## src/rtl/viterbi_chan_pkg.sv

```systemverilog
// Shared types and constants for the error-injecting channel between the
// convolutional encoder and the Viterbi decoder.
package viterbi_chan_pkg;

    localparam int          CT_W      = 16;
    // Galois feedback for x^16 + x^14 + x^13 + x^11 + 1, right-shifting form
    localparam logic [15:0] LFSR_TAPS = 16'hB400;

    typedef enum logic [1:0] {
        MODE_CLEAN    = 2'd0,
        MODE_RANDOM   = 2'd1,
        MODE_BURST    = 2'd2,
        MODE_PERIODIC = 2'd3
    } mode_e;

    typedef enum logic {
        ST_IDLE  = 1'b0,
        ST_BURST = 1'b1
    } state_e;

endpackage

```

## src/rtl/chan_lfsr16.sv

```systemverilog
// 16-bit Galois LFSR that steps once per accepted symbol; reloads seed on reset.
module chan_lfsr16
    import viterbi_chan_pkg::*;
(
    input  logic        clk,
    input  logic        rst,
    input  logic        adv,
    input  logic [15:0] seed,
    output logic [15:0] q
);

    always_ff @(posedge clk or negedge rst) begin
        if (!rst) begin
            q <= seed;
        end else if (adv) begin
            q <= q[0] ? ((q >> 1) ^ LFSR_TAPS) : (q >> 1);
        end
    end

endmodule

```

## src/rtl/viterbi_chan_err_inj.sv

```systemverilog
// Registered encoder->decoder channel that corrupts symbols in clean, random,
// burst or periodic modes and keeps saturating injection statistics.
module viterbi_chan_err_inj
    import viterbi_chan_pkg::*;
#(
    parameter int          W         = 2,
    parameter int          N         = 4,
    parameter int          BURST_LEN = 2,
    parameter int          WINDOW    = 256,
    parameter logic [15:0] SEED      = 16'hACE1
)
(
    input  logic            clk,
    input  logic            rst,
    input  logic            en_i,
    input  logic [1:0]      mode_i,
    input  logic            valid_i,
    input  logic [W-1:0]    sym_i,
    output logic            valid_o,
    output logic [W-1:0]    sym_o,
    output logic            err_o,
    output logic [CT_W-1:0] inj_ct_o,
    output logic [CT_W-1:0] bad_bit_ct_o,
    output logic [CT_W-1:0] word_ct_o,
    output state_e          state_o,
    output logic [15:0]     lfsr_o
);

    // valid_i qualifies sym_i every cycle; there is no ready, the channel never stalls.
    localparam logic [CT_W:0] WIN_L = (CT_W+1)'(WINDOW);
    localparam logic [7:0]    BLEN  = 8'(BURST_LEN);

    mode_e        mode;
    state_e       state, state_nx;
    logic [7:0]   burst_ct, burst_ct_nx;
    logic [15:0]  lfsr;
    logic [W-1:0] cand, mask;
    logic         win_ok, inject_ok, trig, abort;
    logic [CT_W:0] pop, bad_sum;

    chan_lfsr16 u_lfsr (
        .clk  (clk),
        .rst  (rst),
        .adv  (valid_i),
        .seed (SEED),
        .q    (lfsr)
    );

    assign mode      = mode_e'(mode_i);
    // An all-zero candidate would make an injection event invisible, so force bit 0.
    assign cand      = (lfsr[8 +: W] == '0) ? W'(1) : lfsr[8 +: W];
    assign win_ok    = (WINDOW == 0) || ({1'b0, word_ct_o} < WIN_L);
    assign inject_ok = en_i && valid_i && win_ok;
    assign trig      = (lfsr[N-1:0] == {N{1'b1}});
    assign abort     = !en_i || (mode != MODE_BURST) || !win_ok;

    always_comb begin
        mask        = '0;
        state_nx    = state;
        burst_ct_nx = burst_ct;
        case (state)
            ST_IDLE: begin
                case (mode)
                    MODE_RANDOM:   if (inject_ok && trig) mask = cand;
                    MODE_PERIODIC: if (inject_ok && word_ct_o[N-1:0] == {N{1'b1}}) mask = '1;
                    MODE_BURST: begin
                        if (inject_ok && trig) begin
                            mask        = cand;
                            burst_ct_nx = 8'd1;
                            if (BURST_LEN > 1) state_nx = ST_BURST;
                        end
                    end
                    default: ;
                endcase
            end
            ST_BURST: begin
                // An aborted burst lets the current symbol through untouched.
                if (abort) begin
                    state_nx = ST_IDLE;
                end else if (valid_i) begin
                    mask        = cand;
                    burst_ct_nx = burst_ct + 8'd1;
                    if (burst_ct_nx == BLEN) state_nx = ST_IDLE;
                end
            end
            default: state_nx = ST_IDLE;
        endcase
    end

    assign pop     = (CT_W+1)'($countones(mask));
    assign bad_sum = {1'b0, bad_bit_ct_o} + pop;

    always_ff @(posedge clk or negedge rst) begin
        if (!rst) begin
            state        <= ST_IDLE;
            burst_ct     <= '0;
            valid_o      <= 1'b0;
            sym_o        <= '0;
            err_o        <= 1'b0;
            inj_ct_o     <= '0;
            bad_bit_ct_o <= '0;
            word_ct_o    <= '0;
        end else begin
            state    <= state_nx;
            burst_ct <= burst_ct_nx;
            valid_o  <= valid_i;
            sym_o    <= sym_i ^ mask;
            err_o    <= (mask != '0);
            if (valid_i) begin
                if (word_ct_o != '1) word_ct_o <= word_ct_o + 1'b1;
                if ((mask != '0) && (inj_ct_o != '1)) inj_ct_o <= inj_ct_o + 1'b1;
                bad_bit_ct_o <= bad_sum[CT_W] ? '1 : bad_sum[CT_W-1:0];
            end
        end
    end

    assign state_o = state;
    assign lfsr_o  = lfsr;

endmodule

```

## config.mk

```make
export PLATFORM = sky130hd
export DESIGN_NAME = viterbi_chan_err_inj
export DESIGN_NICKNAME = d
export VERILOG_FILES = /design/src/rtl/viterbi_chan_pkg.sv /design/src/rtl/chan_lfsr16.sv /design/src/rtl/viterbi_chan_err_inj.sv
export SDC_FILE = /design/constraint.sdc
export NUM_CORES = 1
export LEC_CHECK = 0
export BUFFER_PORTS_ARGS = -buffer_cell sky130_fd_sc_hd__clkbuf_2
export CAP_MARGIN = 10
export CORE_MARGIN = 4
export CORE_UTILIZATION = 40
export DETAILED_ROUTE_END_ITERATION = 8
export PLACE_DENSITY = 0.72
export SETUP_SLACK_MARGIN = 0.02
export SYNTH_ARGS = -nofsm -noshare
export SYNTH_HDL_FRONTEND = slang
export SYNTH_SLANG_ARGS = --single-unit
```

## constraint.sdc

```tcl
create_clock -name clk -period 3.45 [get_ports clk]
set_input_delay 0.1725 -clock clk [delete_from_list [all_inputs] [get_ports clk]]
set_output_delay 0.1725 -clock clk [all_outputs]
set_load 0.005 [all_outputs]
```

# After elaboration in Yosys (flattened, before gate mapping)
# Cells that the tools add are included.
# W data, S select, Z words.
dict set report op_classes {
  n_addsub 5
  n_lt_le_gt_ge 1
  eq_ne 13
  n_mux 20
  bitwise 3
  n_reduce_logical 15
}
# cell count
set ops {}
lappend ops {{$add A16 B1 Y16 const B} 2}
lappend ops {{$mux W16} 2}
lappend ops {{$mux W8} 4}
lappend ops {{$ne A16 B16 Y1 const B} 2}
lappend ops {{$add A16 B2 Y17} 1}
lappend ops {{$lt A16 B9 Y1 const B} 1}
lappend ops {{$pmux W8 S2} 1}
lappend ops {{$mux W2} 5}
lappend ops {{$add A8 B1 Y8 const B} 1}
lappend ops {{$eq A4 B4 Y1 const B} 2}
lappend ops {{$eq A8 B2 Y1 const B} 1}
lappend ops {{$ne A2 B2 Y1 const B} 4}
lappend ops {{$pmux W2 S2} 2}
lappend ops {{$logic_and A1 B1 Y1} 5}
lappend ops {{$mux W1} 5}
lappend ops {{$eq A2 B2 Y1 const B} 2}
lappend ops {{$not A3 Y4} 1}
lappend ops {{$reduce_and A2 Y1} 2}
lappend ops {{$reduce_and A4 Y1} 1}
lappend ops {{$add A1 B1 Y2} 1}
lappend ops {{$eq A2 B1 Y1 const B} 1}
lappend ops {{$logic_not A1 Y1} 2}
lappend ops {{$logic_not A2 Y1} 1}
lappend ops {{$logic_or A1 B1 Y1} 2}
lappend ops {{6 further kinds} 6}
dict set report word_totals {
  regBits 77
  input_bits 8
  out_inout_bits 69
  elab_cells 66
}

# Depth between registers and ports, before layout
dict set report depth {
  ltp_word 9
  mapped_depth 15
  mapped_depth_nobuf 14
}

# Worst setup path after synthesis
# OpenSTA, ideal clock, no wires.
dict set report synth_path {
  path_kind {register -> register}
  start {register word_ct_o[13]}
  end {register bad_bit_ct_o[6]}
  setup_ps 68
  arrival_ps 3147
  required_ps 3382
  setup_slack_ps 234
  path_stages_with_launch 14
  n_path_buf 2
  period_less_slack_ps 3216
  path_cell_list {dfrtp_1 -> nor4_4 -> nand4_1 -> nor3_1 -> a21oi_1 -> fa_1 -> inv_1 -> ha_1 -> and3_1 -> clkbuf_1 -> nand3_1 -> or3_1 -> clkbuf_1 -> nand2_1}
}
dict set report synth_via {
  elab_chain_len 9
  elab_cells_between_ends 14
  classes_between {add/sub (2); order compare (1); mux (6); reduce/logical (5)}
}
# element line
set synth_rtl {}
lappend synth_rtl {{from (decl)} viterbi_chan_err_inj.sv:24} ;# output logic [CT_W-1:0] word_ct_o,
lappend synth_rtl {{from (signal assigned)} viterbi_chan_err_inj.sv:110} ;# if (word_ct_o != '1) word_ct_o <= word_ct_o + 1'b1;
lappend synth_rtl {{$lt A16 B9 Y1 *} viterbi_chan_err_inj.sv:52} ;# assign win_ok = (WINDOW == 0) || ({1'b0, word_ct_o} < WIN_L);
lappend synth_rtl {{$logic_and A1 B1 Y1} viterbi_chan_err_inj.sv:53} ;# assign inject_ok = en_i && valid_i && win_ok;
lappend synth_rtl {{$logic_and A1 B1 Y1, on equally long branches} {viterbi_chan_err_inj.sv:64, viterbi_chan_err_inj.sv:67, viterbi_chan_err_inj.sv:65}}
lappend synth_rtl {{$mux W2, on equally long branches} {viterbi_chan_err_inj.sv:64, viterbi_chan_err_inj.sv:67, viterbi_chan_err_inj.sv:65}}
lappend synth_rtl {{$pmux W2 S2} viterbi_chan_err_inj.sv:63} ;# case (mode)
lappend synth_rtl {{$pmux W2 S2 *} viterbi_chan_err_inj.sv:61} ;# case (state)
lappend synth_rtl {{$add A1 B1 Y2 (not written as such) *} viterbi_chan_err_inj.sv:90} ;# assign pop = (CT_W+1)'($countones(mask));
lappend synth_rtl {{$add A16 B2 Y17 *} viterbi_chan_err_inj.sv:91} ;# assign bad_sum = {1'b0, bad_bit_ct_o} + pop;
lappend synth_rtl {{$mux W16 *} viterbi_chan_err_inj.sv:112} ;# bad_bit_ct_o <= bad_sum[CT_W] ? '1 : bad_sum[CT_W-1:0];
lappend synth_rtl {{to (signal assigned)} viterbi_chan_err_inj.sv:112}
lappend synth_rtl {{to (decl)} viterbi_chan_err_inj.sv:23} ;# output logic [CT_W-1:0] bad_bit_ct_o,
# Mark *: on every way between the ends. The rest lies on a longest branch, timed or not.
# A chain may end at the register's enable or synchronous reset.

# Final worst setup path
dict set report layout_path {
  start {register u_lfsr.q[0]}
  end {register bad_bit_ct_o[15]}
}
dict set report layout_via {
  elab_chain_len 8
}
# element line
set layout_rtl {}
lappend layout_rtl {{from (decl)} chan_lfsr16.sv:9} ;# output logic [15:0] q
lappend layout_rtl {{from (signal assigned)} chan_lfsr16.sv:16} ;# q <= q[0] ? ((q >> 1) ^ LFSR_TAPS) : (q >> 1);
lappend layout_rtl {{$eq A4 B4 Y1} viterbi_chan_err_inj.sv:54} ;# assign trig = (lfsr[N-1:0] == {N{1'b1}});
lappend layout_rtl {{$logic_and A1 B1 Y1} {viterbi_chan_err_inj.sv:64, viterbi_chan_err_inj.sv:67}}
lappend layout_rtl {{$mux W2} {viterbi_chan_err_inj.sv:64, viterbi_chan_err_inj.sv:67}}
lappend layout_rtl {{$pmux W2 S2} viterbi_chan_err_inj.sv:63}
lappend layout_rtl {{$pmux W2 S2} viterbi_chan_err_inj.sv:61}
lappend layout_rtl {{$add A1 B1 Y2 (not written as such)} viterbi_chan_err_inj.sv:90}
lappend layout_rtl {{$add A16 B2 Y17} viterbi_chan_err_inj.sv:91}
lappend layout_rtl {{$mux W16} viterbi_chan_err_inj.sv:112}
# Every way passes these cells.

==> metrics <==
RD Place Congestion 0.805; Critical Path AT 3320 ps; sequential area share after synthesis 0.502; vias in the first global route 2922; met3 wire length 602 um; #FFs+latches synth 77; setup bufs post-CTS 0; vias per inst 5.27; final setup fails 0; core area 9330 um2; Hold-fix buffers, CTS 0; largest net degree at the start of global routing 78; Switch Pwr 0.000700 W; post-route DRC violation count 0; Max Slew Vio Count 0; Mean Syn Cell Area 10.5 um2; 1st-iter DRT viols 120; Final ANT Viol Nets 0; failing checks negative hold slack; die width 106 um; Peak VDD IR 0.405 mV; GRT Util Overall 0.160; EDFF count, synth 0; Placed Cells 563; fmax 0.325 GHz; CP Capture Type flop; skew final 14.6 ps; routed length per instance 14.9 um; sw frac 0.286; ys async rst share 1.00; Int Power 0.00175 W; Highest Signal Layer met4; Min Hold Slack -42.7 ps; area of the multi-input gates 1840 um2; crit share post-route 0.893; layout net count 462; initial antenna violation count 0; clock power share 0.320; initial core utilization 0.414; Syn. warnings 0; CTS tree built; Die Span Y 106 um; Die ar. 11300 um2; CTS buffer count 9; Syn Nets 384; outcome finished with violations; Cell Count, Final, Fillers Out 579; Root Buffer clkbuf_8; PwrDens 529 nW/um2; IO Pins 77; total iterations of the first detailed-routing run 4; r2r worst-path depth 10; crit path kind reg -> reg; netlist area before placement 3860 um2; max-cap violations 0; first-pass GRT wire length 14600 um; LEAKAGE 2.24 nW; IO Port Bufs 76; Final WS setup 369 ps; DP Worst Slack 235 ps; final wirelength 8610 um; Seq. cell area 1940 um2; synth-to-layout area growth 19.9%; Antenna diodes 0; setup TNS 0 ps; FP Rows 35; RSZ-0062 raised after global routing false; final core occ 0.496; worst min path class in -> async; clock insertion delay at the later pin of the skew report 350 ps; Most used DFF post-synth dfrtp_1; Worst Path Max Fanout 7; Slew @ Worst Pin 966 ps; Distinct cells, synth 44; met2 wire length 4140 um; M1 WL 3750 um; Worst R2R Start u_lfsr.q[0]$_DFFE_PN1P_; Vias 3054; Final Hold Vio Count 34; power share of the combinational group 0.180; total gr overflow 0; share of layout cells above drive strength 1 0.302; Flop pwr share 0.500; Reg clk slew, reported paths 90 ps; Mapped Cells 367; hpwl dp 6130 um; Max Root-Sink Buffers 2; H-tree depth 3; CTS sink cnt 77; Layout fillers 864; Worst slew margin 0.356; fin crit period 3080 ps; worst r2r dst bad_bit_ct_o[15]$_DFFE_PN0P_; Setup crit start kind flop; Worst EP required 3690 ps; R2R Setup Slk 370 ps
-- Yosys cell counts (2+ instances only) --
cell	number	area (um2)
a21oi_1	12	60.1
a31oi_1	7	43.8
and2_1	2	12.5
and3_1	12	75.1
and4_1	5	43.8
buf_2	2	10.0
clkbuf_1	11	41.3
dfrtp_1	69	1730
dfstp_2	8	210
ha_1	8	100
inv_1	9	33.8
mux2_2	18	203
nand2_1	39	146
nand2b_1	3	18.8
nand3_1	24	120
nand4_1	18	113
nor2_1	20	75.1
nor3_1	9	45.0
nor3b_1	2	15.0
nor4_2	4	50.1
nor4_4	2	42.5
nor4b_1	2	17.5
o21ai_0	15	75.1
o31ai_1	5	37.5
or3_1	4	25.0
xnor2_1	19	166
xor2_1	21	184
-- sequential cells by signal, summed over array words and instances (netlist names) --
| register | cells |
|---|---|
| bad_bit_ct_o | 16 |
| inj_ct_o | 16 |
| u_lfsr.q | 16 |
| err_o | 1 |
| state_o | 1 |
| word_ct_o | 16 |
| sym_o | 2 |
| burst_ct | 8 |
| valid_o | 1 |
-- worst max-delay path, stage by stage (launching register included) --
cell and delay (ps):
dfstp_2 620, nand3b_1 120, o41a_1 380, nor2_1 200, a21oi_1 150, fa_1 420
and4b_1 380, nand3_1 200, nor2_1 240, and3_1 190, a31oi_1 80
-- worst max-delay path by stage --
stage                         startpoint                      endpoint  slack (ps)
2_1_floorplan  word_ct_o[13]$_DFFE_PN0P_   bad_bit_ct_o[6]$_DFFE_PN0P_         230
3_3_place_gp   word_ct_o[15]$_DFFE_PN0P_   bad_bit_ct_o[2]$_DFFE_PN0P_         320
3_5_place_dp   word_ct_o[15]$_DFFE_PN0P_   bad_bit_ct_o[2]$_DFFE_PN0P_         230
4_1_cts        word_ct_o[15]$_DFFE_PN0P_   bad_bit_ct_o[2]$_DFFE_PN0P_         210
5_1_grt          u_lfsr.q[0]$_DFFE_PN1P_  bad_bit_ct_o[15]$_DFFE_PN0P_         110
6_report         u_lfsr.q[0]$_DFFE_PN1P_  bad_bit_ct_o[15]$_DFFE_PN0P_         370
-- cell type report --
class	count	area share
multi-input combinational	266	0.397
clock buffer	10	0.0297
timing repair buffer	82	0.0924
inverter	9	0.00730
tap	129	0.0349
sequential	77	0.418
clock inverter	6	0.0203
-- cell usage in the layout (no fill, tap or decap), drive strengths merged, types with 8 or more instances in the layout --
cell / netlist / final
nand2: 39 / 39
dfrtp: 69 / 69
a21oi: 12 / 12
xnor2: 19 / 19
inv: 9 / 11
nor2: 20 / 20
mux2: 18 / 18
ha: 8 / 8
dfstp: 8 / 8
and3: 13 / 13
xor2: 21 / 21
nand3: 25 / 25
clkbuf: 11 / 85
nor3: 9 / 9
o21ai: 15 / 15
nand4: 18 / 18
-- cells by family (layout without fill, tap and decap cells) --
kind of cell / count (synthesis) / in the layout / share of synthesized area
AOI/OAI and AO/OA: 45 / 45 / 0.0733
DFF: 77 / 77 / 0.502
xor gates and xnor gates: 40 / 40 / 0.0908
muxes: 19 / 19 / 0.0551
and+or+nand+nor: 153 / 153 / 0.222
buffers and inverters: 24 / 107 / 0.0259
adders and majority gates: 9 / 9 / 0.0311
-- timing repair --
action                                  4_1_cts  5_1_grt
endpoints found under the setup margin        0       13
endpoints found under the hold margin         0        0
resized for setup                             0        3
-- routing by layer --
metal	vias to the layer above	track usage
met5	-	0
met4	0	0.0592
met3	9	0.0437
met2	93	0.248
met1	1488	0.215
li1	1464	-
-- per-stage QoR --
step	cell area [um2]	power, W
after global routing	4630	0.00260
after CTS	4610	0.00249
after floorplan	3860	0.00145
after global placement	4380	0.00167
final	4630	0.00245
after detailed placement	4380	0.00170
-- power groups by stage --
| stage | combinational [W] | clock (W) | sequential [W] |
|---|---|---|---|
| floorplan | 0.000237 | 0 | 0.00122 |
| global placement | 0.000437 | 0 | 0.00124 |
| detailed placement | 0.000450 | 0 | 0.00125 |
| CTS | 0.000453 | 0.000808 | 0.00123 |
| global route | 0.000498 | 0.000850 | 0.00126 |
| finish | 0.000442 | 0.000784 | 0.00122 |
No activity file was read; power rests on OpenSTA's default activity.
